[config.mk]
export PLATFORM = sky130hd
export DESIGN_NAME = f1_timer
export DESIGN_NICKNAME = d
export VERILOG_FILES = /design/src/rtl/f1_timer.sv
export SDC_FILE = /design/constraint.sdc
export NUM_CORES = 1
export LEC_CHECK = 0
export CORE_MARGIN = 1
export CORE_UTILIZATION = 45
export DETAILED_ROUTE_END_ITERATION = 8
export GPL_ROUTABILITY_DRIVEN = 0
export GPL_TIMING_DRIVEN = 1
export SLEW_MARGIN = 10
export SYNTH_ARGS = -nofsm -noshare
export SYNTH_HDL_FRONTEND = slang
export SYNTH_SLANG_ARGS = --single-unit
[constraint.sdc]
create_clock -name clk -period 2.67 [get_ports clk]
set_input_delay 0.267 -clock clk [delete_from_list [all_inputs] [get_ports clk]]
set_output_delay 0.267 -clock clk [all_outputs]
set_load 0.03 [all_outputs]
[src/rtl/f1_timer.sv]
// f1_timer: timing and reaction stage for the F1 start-light game.
//
// Paces the light FSM with a 1-cycle step pulse every TICK_DIV cycles while
// it steps through the lights. Once all lights are lit, it waits a
// pseudo-random number of ticks and pulses en once more to put the lights
// out. It then counts clock cycles until the player presses the button.
// A press during the random hold is flagged as a false start.
//
// Ports:
//   clk          system clock, all state on posedge
//   rst_n        asynchronous active-low reset
//   cmd_seq      light FSM is stepping lights (some lit, not all)
//   cmd_delay    light FSM has all 8 lights lit
//   btn          player button, synchronised and debounced, active high
//   en           step pulse to the light FSM
//   lights_out   1-cycle pulse coincident with the final en of a run
//   react_time   last measured reaction time in clock cycles
//   react_valid  react_time holds a result for the current run
//   false_start  button was pressed during the random hold
module f1_timer #(
    parameter int unsigned       TICK_DIV  = 50,
    parameter int unsigned       LFSR_W    = 7,
    parameter logic [LFSR_W-1:0] LFSR_SEED = LFSR_W'(1),
    parameter int unsigned       REACT_W   = 16
) (
    input  logic               clk,
    input  logic               rst_n,
    input  logic               cmd_seq,
    input  logic               cmd_delay,
    input  logic               btn,
    output logic               en,
    output logic               lights_out,
    output logic [REACT_W-1:0] react_time,
    output logic               react_valid,
    output logic               false_start
);

    localparam int unsigned TICK_W = (TICK_DIV > 1) ? $clog2(TICK_DIV) : 1;
    localparam logic [TICK_W-1:0] TICK_LAST = TICK_W'(TICK_DIV - 1);

    typedef enum logic [1:0] {
        S_IDLE,
        S_SEQ,
        S_DELAY,
        S_REACT
    } state_t;

    state_t               state_q, state_d;
    logic [TICK_W-1:0]    tick_q, tick_d;
    logic [LFSR_W-1:0]    delay_q, delay_d;
    logic [LFSR_W-1:0]    lfsr_q, lfsr_d;
    logic [REACT_W-1:0]   react_cnt_q, react_cnt_d;
    logic [REACT_W-1:0]   react_time_q, react_time_d;
    logic                 react_valid_q, react_valid_d;
    logic                 false_start_q, false_start_d;

    logic                 tick_last;
    logic [TICK_W-1:0]    tick_next;
    logic                 hold_expired;

    // Fibonacci LFSR, x^7+x^6+1; free-running so the hold length depends on
    // when the light FSM finishes its sequence.
    assign lfsr_d = {lfsr_q[LFSR_W-2:0], lfsr_q[LFSR_W-1] ^ lfsr_q[LFSR_W-2]};

    assign tick_last    = (tick_q == TICK_LAST);
    assign tick_next    = tick_last ? '0 : tick_q + TICK_W'(1);
    assign hold_expired = tick_last && (delay_q == LFSR_W'(1));

    assign react_time  = react_time_q;
    assign react_valid = react_valid_q;
    assign false_start = false_start_q;

    always_ff @(posedge clk or negedge rst_n) begin
        if (!rst_n) begin
            state_q       <= S_IDLE;
            tick_q        <= '0;
            delay_q       <= '0;
            lfsr_q        <= LFSR_SEED;
            react_cnt_q   <= '0;
            react_time_q  <= '0;
            react_valid_q <= 1'b0;
            false_start_q <= 1'b0;
        end else begin
            state_q       <= state_d;
            tick_q        <= tick_d;
            delay_q       <= delay_d;
            lfsr_q        <= lfsr_d;
            react_cnt_q   <= react_cnt_d;
            react_time_q  <= react_time_d;
            react_valid_q <= react_valid_d;
            false_start_q <= false_start_d;
        end
    end

    always_comb begin
        state_d       = state_q;
        tick_d        = tick_q;
        delay_d       = delay_q;
        react_cnt_d   = react_cnt_q;
        react_time_d  = react_time_q;
        react_valid_d = react_valid_q;
        false_start_d = false_start_q;
        en            = 1'b0;
        lights_out    = 1'b0;

        case (state_q)
            S_IDLE: begin
                tick_d = '0;
                if (cmd_seq) begin
                    state_d       = S_SEQ;
                    react_valid_d = 1'b0;
                    false_start_d = 1'b0;
                end
            end

            S_SEQ: begin
                en     = tick_last;
                tick_d = tick_next;
                if (cmd_delay) begin
                    state_d = S_DELAY;
                    tick_d  = '0;
                    delay_d = lfsr_q;
                end else if (!cmd_seq) begin
                    state_d = S_IDLE;
                    tick_d  = '0;
                end
            end

            S_DELAY: begin
                tick_d = tick_next;
                if (tick_last) begin
                    delay_d = delay_q - LFSR_W'(1);
                end
                // A press wins over expiry: en still clears the lights, but
                // the run is scored as a false start, not a lights-out.
                if (btn) begin
                    en            = 1'b1;
                    false_start_d = 1'b1;
                    state_d       = S_IDLE;
                    tick_d        = '0;
                end else if (hold_expired) begin
                    en          = 1'b1;
                    lights_out  = 1'b1;
                    state_d     = S_REACT;
                    tick_d      = '0;
                    react_cnt_d = '0;
                end else if (!cmd_delay) begin
                    state_d = S_IDLE;
                    tick_d  = '0;
                end
            end

            S_REACT: begin
                if (!(&react_cnt_q)) begin
                    react_cnt_d = react_cnt_q + REACT_W'(1);
                end
                if (btn) begin
                    react_time_d  = react_cnt_q;
                    react_valid_d = 1'b1;
                    state_d       = S_IDLE;
                end
            end

            default: begin
                state_d = S_IDLE;
                tick_d  = '0;
            end
        endcase
    end

endmodule

==> flow_metrics.py, run 1 <==
metrics = {
    "power": {
        "p_leak_nw": 1.46,
        "finalPower_mw": 2.42,
        "ir_drop_mv": 0.366,
        "cellPowerDensity_nw_per_um2": 720,
    },
    "sta": {
        "finalCritPeriodShare_pct": 91.9,
        "fin_crit_ns": 2.45,
        "finalClockSkew_ns": 0.0101,
        "setup_tns_ns": 0,
        "fmax_ghz": 0.408,
        "rsz0062_at_grt": "no",
        "hold_viol": 0,
        "slew_viol_final": 0,
        "max_slew_margin_pct": 53.5,
        "tightest_slew_ns": 0.698,
        "setup_viol": 0,
    },
    "global_routing": {
        "grt_pass1_vias": 1995,
        "grt_max_degree": 57,
        "grt_first_pass_wirelength_um": 9690,
        "grt_usage_pct": 19.0,
        "overflow": 0,
        "antenna_found_initial": 0,
    },
    "drt": {
        "vias": 2157,
        "drcViolationCount": 0,
        "ant_nets": 0,
        "drt_pass1_iterations": 4,
        "routed_wl_um": 5750,
        "vias_per_cell": 5.65,
        "first_iter_violations": 195,
        "wl_per_cell_um": 15.0,
    },
    "floorplanning": {
        "initial_utilization_pct": 47.5,
        "die_x_um": 82.0,
        "num_rows": 28,
        "pin_count": 25,
        "core-area_um2": 6060,
        "dieArea_um2": 6730,
        "dieHeight_um": 82.0,
    },
    "final_layout": {
        "drive_above_1_share_pct": 15.3,
        "finish.utilization_pct": 55.5,
        "area_growth_pct": 16.8,
        "final_nets": 322,
        "finalNonFillerCells": 382,
        "final_cell_area_um2": 3370,
        "num_antenna_cells": 0,
    },
    "placed_design": {
        "placed_cells": 374,
        "dp_hpwl_um": 3950,
        "placed_cell_area_um2": 3220,
        "io_buffer_count": 24,
    },
    "synthesis": {
        "async_flop_share_pct": 100,
        "netlist_instances": 279,
        "avgSynthCellArea_um2": 10.3,
        "yosysWarnings": 0,
        "synth_ff_type": "dfrtp_1",
        "syn-num-nets": 295,
        "synth_edf_count": 0,
        "synth_cell_types": 51,
        "yosysSeqAreaShare_pct": 48.7,
        "synth_area_um2": 2880,
        "synth_seq_cells": 56,
    },
    "clock_network": {
        "h-tree-depth": 2,
        "cts_buffers": 5,
        "hold_buffers": 0,
        "postCtsSetupBuffers": 0,
        "clockRootBuffer": "clkbuf_8",
        "clk_pin_slew_ns": 0.09,
        "cts.sinks": 56,
        "clockBufferDepth": 2,
        "cts_tree": "built",
        "insertion_delay_ns": 0.30,
    },
    "job": {
        "maxCapViolations": 0,
    },
    "setup_path": {
        "crit_path_end_kind": "output pin",
        "arrival_ns": 2.19,
        "cp_max_fo": 8,
        "start_kind": "flop",
        "path_class": "flop to output pin",
        "cp.required_ns": 2.40,
    },
    "worst_hold_path": {
        "hold_path_class": "primary input to async pin",
    },
    "outcome": {
        "status": "finished, final reports clean",
    },
}
[per-stage QoR]
step	worst slack (ns)	hold WS [ns]
2_1_floorplan	0.0192	-0.0286
3_3_place_gp	0.251	0.372
3_5_place_dp	0.225	0.371
4_1_cts	0.0437	0.121
5_1_grt	0.0682	0.174
6_report	0.216	0.0824
[final timing paths]
| kind | start | to | slack, ns | cells after the start |
|---|---|---|---|---|
| worst max register to register | state_q[0] | react_cnt_q[7] | 0.22 | 7 |
| min in group clk | lfsr_q[2] | lfsr_q[3] | 0.39 | 0 |
| worst min register to register | lfsr_q[2] | lfsr_q[3] | 0.39 | 0 |
| worst min-delay path | rst_n | lfsr_q[3] | 0.08 | 2 |
| max in group asynchronous | rst_n | tick_q[4] | 2.12 | 2 |
| worst max-delay path | tick_q[1] | en | 0.22 | 8 |
[report_power, final]
| group | switching, mW | internal, mW | total, mW |
|---|---|---|---|
| clock network | 0.259 | 0.375 | 0.634 |
| registers | 0.123 | 0.954 | 1.08 |
| logic | 0.400 | 0.311 | 0.712 |
[cells in the mapped netlist (2+ instances only)]
cell | n | area [µm²]
xor2_1 | 2 | 17.5
inv_1 | 8 | 30.0
or3_1 | 3 | 18.8
dfrtp_1 | 55 | 1380
ha_1 | 11 | 138
nor3_1 | 4 | 20.0
mux2_2 | 18 | 203
nor4_1 | 3 | 18.8
a21oi_1 | 13 | 65.1
nand3_1 | 12 | 60.1
or4_1 | 3 | 22.5
o21ai_0 | 27 | 135
nand3b_1 | 2 | 15.0
or2_2 | 3 | 18.8
clkbuf_1 | 11 | 41.3
a31oi_1 | 4 | 25.0
o31ai_1 | 9 | 67.6
nand4_1 | 3 | 18.8
o22ai_1 | 7 | 43.8
o31a_1 | 2 | 17.5
nand2_1 | 25 | 93.8
mux2i_1 | 7 | 70.1
a22o_1 | 2 | 17.5
nor2_1 | 15 | 56.3
nand2b_1 | 3 | 18.8
and3_1 | 2 | 12.5
[placed cells by master (no fill, tap or decap), types with 5 or more instances in the layout]
cell type        count
dfrtp_1             55
o21ai_0             27
nand2_1             25
clkdlybuf4s50_1     21
mux2_2              18
nor2_1              15
a21oi_1             13
nand3_1             12
ha_1                11
buf_4               11
o31ai_1              9
inv_1                8
mux2i_1              7
o22ai_1              7
clkbuf_8             5
[layout make-up]
class / count / area [µm²]
clock inverter: 2 / 60.1
timing repair buffer: 33 / 298
multi-input combinational: 202 / 1410
clock buffer: 6 / 72.6
fill: 545 / 2700
tap: 75 / 93.8
inverter: 8 / 30.0
sequential: 56 / 1400
[cell families after synthesis]
family	share of synthesized area, %
buffers and inverters	3.04
flip-flops	48.7
adder cells (fa/ha/maj)	4.78
AO/OA/AOI/OAI	17.0
AND/OR/NAND/NOR	16.1
multiplexers	9.47
XOR/XNOR	0.912
[what timing repair did]
action | in CTS | in global routing
gates cloned | 0 | 0
endpoints found under the setup margin | 1 | 1
resized for setup | 1 | 2
[state kept, by name, indices dropped and copies added, names as in the netlist]
signal,count
react_cnt_q,16
react_time,16
delay_q,7
lfsr_q,7
tick_q,6
state_q,2
false_start,1
react_valid,1
[per-layer routing]
metal | up-vias | GRT usage [%] | wire, µm
li1 | 1081 | - | -
met1 | 1027 | 28.1 | 3010
met2 | 45 | 27.9 | 2520
met3 | 4 | 3.67 | 169
met4 | 0 | 5.44 | 44
met5 | - | 0 | 0
[critical path, cell delays in order (launching register included)]
cell	delay, ns
dfrtp_1	0.41
inv_1	0.06
ha_1	0.14
nand4b_1	0.21
or2_4	0.35
nor4b_4	0.30
o21ai_0	0.11
a21boi_1	0.15
buf_4	0.17
Note: power is estimated with default switching activity, not from simulation.
==> inputs of run 2 (changes only) <==
--- a/config.mk
+++ b/config.mk
@@ -6,7 +6,7 @@
 export NUM_CORES = 1
 export LEC_CHECK = 0
 export CORE_MARGIN = 1
-export CORE_UTILIZATION = 45
+export CORE_UTILIZATION = 40
 export DETAILED_ROUTE_END_ITERATION = 8
 export GPL_ROUTABILITY_DRIVEN = 0
 export GPL_TIMING_DRIVEN = 1
==> run 2 against run 1 <==
- clock-buffer cell count increased by 1
- worst setup slack improved by 0.062 ns
- sequential power about the same
- final cell count increased by 6.0%
- routed wire length increased by 4.4%
- first-iteration DRC count decreased by 9.2%
- power decreased by 6.9%
- clock power decreased by 27%
- flip-flop and latch count unchanged
- critical path depth decreased by 2
- clock skew decreased by 0.0015 ns
==> flow_metrics.py, run 2 (synthesis results as in run 1) <==
metrics = {
    "final_layout": {
        "drive_above_1_share_pct": 15.2,
        "final_cell_mix": "dfrtp_1, o21ai_0, nand2_1",
        "finish.utilization_pct": 49.0,
        "final_cell_area_um2": 3370,
        "num_antenna_cells": 0,
        "finalNonFillerCells": 405,
        "final_nets": 324,
        "layout_commonest_cell": "dfrtp_1",
        "area_growth_pct": 16.8,
        "n_fill_cell": 639,
    },
    "setup_path": {
        "critPathCapture": "lights_out",
        "slowest_stage": "or4bb_1",
        "start_kind": "flop",
        "r2r_start": "state_q[0]",
        "path_class": "flop to output pin",
        "crit_top_cell": "buf_4",
        "path_delay_family": "simple AND/OR/NAND/NOR gates",
        "crit_path_end_kind": "output pin",
        "rr_worst_depth": 7,
        "crit_buf_inv": 3,
        "crit_chain": "inv_1 > ha_1 > or4bb_1 > nor4_4 > buf_4 > buf_4",
        "critical-path-max-stage-delay_ns": 0.52,
        "crit_path_start": "state_q[0]",
        "rrSetupSlack_ns": 0.34,
        "cp.required_ns": 2.40,
        "arrival_ns": 2.12,
        "cp_max_fo": 5,
        "r2r-end": "react_cnt_q[7]",
        "path_depth": 6,
    },
    "floorplanning": {
        "num_rows": 30,
        "dieArea_um2": 7550,
        "core-area_um2": 6870,
        "initial_utilization_pct": 41.9,
        "dieHeight_um": 86.9,
        "die_x_um": 86.9,
        "pin_count": 25,
    },
    "clock_network": {
        "cts_tree": "built",
        "clk_pin_slew_ns": 0.10,
        "h-tree-depth": 2,
        "insertion_delay_ns": 0.31,
        "clockBufferDepth": 2,
        "cts.sinks": 56,
        "clockRootBuffer": "clkbuf_8",
        "cts_buffers": 5,
    },
    "drt": {
        "drt_pass1_iterations": 4,
        "vias": 2210,
        "wl_per_cell_um": 14.8,
        "ant_nets": 0,
        "drcViolationCount": 0,
        "vias_per_cell": 5.46,
        "first_iter_violations": 177,
        "routed_wl_um": 6000,
    },
    "sta": {
        "fmax_ghz": 0.418,
        "rsz0062_at_grt": "no",
        "finalCritPeriodShare_pct": 89.6,
        "hold_slack_ns": 0.389,
        "fin_crit_ns": 2.39,
        "hold_viol": 0,
        "finalClockSkew_ns": 0.00862,
        "setup_viol": 0,
        "fin_ws_ns": 0.278,
        "setup_tns_ns": 0,
        "max_slew_margin_pct": 57.6,
        "slew_viol_final": 0,
        "tightest_slew_ns": 0.630,
    },
    "global_routing": {
        "antenna_found_initial": 0,
        "grt_first_pass_wirelength_um": 10400,
        "overflow": 0,
        "grt_max_degree": 30,
        "grt_usage_pct": 17.7,
        "grt_pass1_vias": 2109,
    },
    "placed_design": {
        "placed_cells": 395,
        "dp_hpwl_um": 4260,
        "dp_slack_ns": 0.236,
        "placed_cell_area_um2": 3250,
        "io_buffer_count": 24,
    },
    "worst_hold_path": {
        "min_path_cells": 0,
        "hold_path_class": "flop to flop",
    },
    "power": {
        "power_switching_mw": 0.800,
        "sequentialPowerShare_pct": 47.9,
        "p_sw_share_pct": 35.5,
        "p_comb_share_pct": 31.5,
        "finalPower_mw": 2.26,
        "intPower_mw": 1.46,
        "ir_drop_mv": 0.427,
        "p_leak_nw": 1.44,
        "cellPowerDensity_nw_per_um2": 670,
        "clkPwrFrac_pct": 20.6,
    },
    "job": {
        "maxCapViolations": 0,
    },
    "outcome": {
        "status": "finished, final reports clean",
    },
}
[run 2: changes by cell type in the layout (fill, tap and decap cells not counted)]
cell           previous run  this run
dlygate4sd3_1             0         1
or2_0                     1         0
or2_1                     0         1
nor4b_2                   0         1
clkinv_4                  0         1
bufinv_16                 2         0
buf_12                    0         1
clkbuf_1                  1         2
nor4b_4                   1         0
[run 2: worst min-delay path by stage]
| stage | endpoint | start |
|---|---|---|
| after global routing | lfsr_q[3] | lfsr_q[2] |
| after detailed placement | tick_q[3] | rst_n |
| after floorplan | delay_q[0] | rst_n |
| after CTS | lfsr_q[2] | lfsr_q[1] |
| after global placement | tick_q[3] | rst_n |
| final | lfsr_q[2] | lfsr_q[1] |
[run 2: repair_timing]
action,in CTS,in global routing
endpoints found under the hold margin,12,0
hold buffers,1,0
resized for setup,1,2
setup buffers,0,1
pin swaps,0,0
setup endpoints to repair,1,3
[run 2: cell type report]
class	instances	area [µm²]	share of cell area [%]
Inverter	8	30.0	0.892
Timing Repair Buffer	35	328	9.74
Clock inverter	1	8.76	0.260
Clock buffer	7	76.3	2.27
Tap cell	96	120	3.57
Sequential cell	56	1400	41.7
Multi-Input combinational cell	202	1400	41.6
[run 2: layer usage]
layer / GRT usage [%] / wire [µm] / up-vias
met3: 3.51 / 173 / 5
met1: 26.1 / 3080 / 1089
met4: 4.70 / 67 / 0
li1: - / - / 1082
met5: 0 / 0 / -
met2: 26.4 / 2680 / 34
[run 2: power groups by stage]
stage	Combinational [mW]	Clock, mW	Sequential, mW
6_report	0.711	0.465	1.08
5_1_grt	0.802	0.508	1.10
4_1_cts	0.719	0.479	1.08
3_5_place_dp	0.708	0	1.09
3_3_place_gp	0.699	0	1.09
2_1_floorplan	0.464	0	1.11
==> inputs of run 3 (changes only) <==
==> constraint.sdc (replaced) <==
create_clock -name clk -period 2.95 [get_ports clk]
set_input_delay 0.295 -clock clk [delete_from_list [all_inputs] [get_ports clk]]
set_output_delay 0.295 -clock clk [all_outputs]
set_load 0.03 [all_outputs]
==> run 3 against run 2 <==
- critical path depth is 2 higher
- via count fell by 1.9%
- utilization decreased by 0.56 points
- flip-flop and latch count is the same
- routed wire length decreased by 2.5%
- combinational power fell by 12%
==> flow_metrics.py, run 3 (synthesis results as in run 1) <==
metrics = {
    "placed_design": {
        "io_buffer_count": 24,
        "placed_cells": 392,
        "dp_hpwl_um": 4010,
    },
    "drt": {
        "vias_per_cell": 5.42,
        "drt_pass1_iterations": 4,
        "wl_per_cell_um": 14.6,
        "first_iter_violations": 112,
        "drcViolationCount": 0,
        "ant_nets": 0,
        "routed_wl_um": 5850,
        "vias": 2167,
    },
    "setup_path": {
        "rrSetupSlack_ns": 0.43,
        "cp.required_ns": 2.65,
        "start_kind": "flop",
        "path_class": "flop to output pin",
        "cp_max_fo": 8,
        "arrival_ns": 2.33,
        "crit_path_start": "tick_q[1]",
        "crit_path_end_kind": "output pin",
        "r2r_start": "state_q[0]",
    },
    "power": {
        "intPower_mw": 1.33,
        "power_switching_mw": 0.723,
        "finalPower_mw": 2.05,
        "ir_drop_mv": 0.322,
        "p_comb_share_pct": 30.6,
        "cellPowerDensity_nw_per_um2": 617,
        "p_leak_nw": 1.43,
        "clkPwrFrac_pct": 21.7,
        "p_sw_share_pct": 35.2,
        "sequentialPowerShare_pct": 47.7,
    },
    "final_layout": {
        "finish.utilization_pct": 48.4,
        "final_cell_mix": "dfrtp_1, o21ai_0, nand2_1",
        "layout_commonest_cell": "dfrtp_1",
        "num_antenna_cells": 0,
        "finalNonFillerCells": 400,
        "area_growth_pct": 15.5,
        "n_fill_cell": 652,
        "multi_input_area_um2": 1400,
        "drive_above_1_share_pct": 14.1,
        "regArea_um2": 1400,
        "final_nets": 319,
    },
    "sta": {
        "max_slew_margin_pct": 33.2,
        "setup_viol": 0,
        "setup_tns_ns": 0,
        "fmax_ghz": 0.381,
        "fin_crit_ns": 2.63,
        "hold_viol": 0,
        "finalCritPeriodShare_pct": 89.0,
        "finalClockSkew_ns": 0.00439,
        "tightest_slew_ns": 1.00,
        "rsz0062_at_grt": "no",
        "slew_viol_final": 0,
    },
    "global_routing": {
        "grt_first_pass_wirelength_um": 9980,
        "overflow": 0,
        "grt_max_degree": 46,
        "antenna_found_initial": 0,
        "grt_pass1_vias": 2055,
        "grt_usage_pct": 17.0,
    },
    "floorplanning": {
        "die_x_um": 86.9,
        "dieHeight_um": 86.9,
        "num_rows": 30,
        "core-area_um2": 6870,
        "initial_utilization_pct": 41.9,
        "dieArea_um2": 7550,
        "pin_count": 25,
    },
    "clock_network": {
        "cts.sinks": 56,
        "cts_tree": "built",
        "clockBufferDepth": 2,
        "clk_pin_slew_ns": 0.10,
        "cts_buffers": 5,
        "h-tree-depth": 2,
        "insertion_delay_ns": 0.31,
        "clockRootBuffer": "clkbuf_8",
        "hold_buffers": 0,
    },
    "job": {
        "maxCapViolations": 0,
    },
    "outcome": {
        "status": "finished, final reports clean",
    },
    "worst_hold_path": {
        "hold_path_class": "primary input to async pin",
    },
}
run 3: layer usage:
layer	GRT usage, %	wire [µm]	vias to the layer above
met5	0	0	-
met4	6.36	117	0
met2	26.0	2550	40
met3	2.94	201	9
met1	24.3	2980	1048
li1	-	-	1070
run 3: final timing paths:
kind	cells after the start	to
worst max-delay path	8	en
worst min-delay path	1	tick_q[3]
worst max register to register	7	react_cnt_q[7]
worst min register to register	0	lfsr_q[4]
max in group asynchronous	2	react_time[13]
min in group clk	0	lfsr_q[4]
run 3: worst max-delay path, cell delays in order, from the launching register on:
cell	delay (ns)
dfrtp_1	0.41
inv_1	0.06
ha_1	0.14
nand4b_1	0.22
or2_4	0.35
nor4b_2	0.32
o21ai_0	0.11
a21boi_0	0.20
buf_4	0.19
run 3: what timing repair did:
action / 4_1_cts / 5_1_grt
resized for setup: 0 / 3
setup endpoints to repair: 0 / 2
setup buffers: 0 / 0
endpoints found under the hold margin: 0 / 0
run 3: area by class of cell:
class,instances,area share [%]
timing repair buffer,30,8.42
clock buffer,7,2.59
multi-input combinational,202,42.1
inverter,8,0.903
sequential,56,42.2
clock inverter,1,0.226
tap,96,3.61
run 3: power by group through the flow:
stage / clock network, mW / logic (mW) / registers, mW
floorplan: 0 / 0.420 / 1.01
global placement: 0 / 0.622 / 0.985
detailed placement: 0 / 0.626 / 0.991
CTS: 0.453 / 0.633 / 0.975
global route: 0.492 / 0.701 / 0.997
finish: 0.445 / 0.629 / 0.979
run 3: per-stage QoR:
stage | hold WS (ns) | worst slack, ns | instance area [µm²]
2_1_floorplan | -0.000591 | 0.236 | 2880
3_5_place_dp | 0.367 | 0.361 | 3220
6_report | 0.147 | 0.324 | 3330
3_3_place_gp | 0.364 | 0.368 | 3220
5_1_grt | 0.230 | 0.0860 | 3330
4_1_cts | 0.193 | 0.0535 | 3320
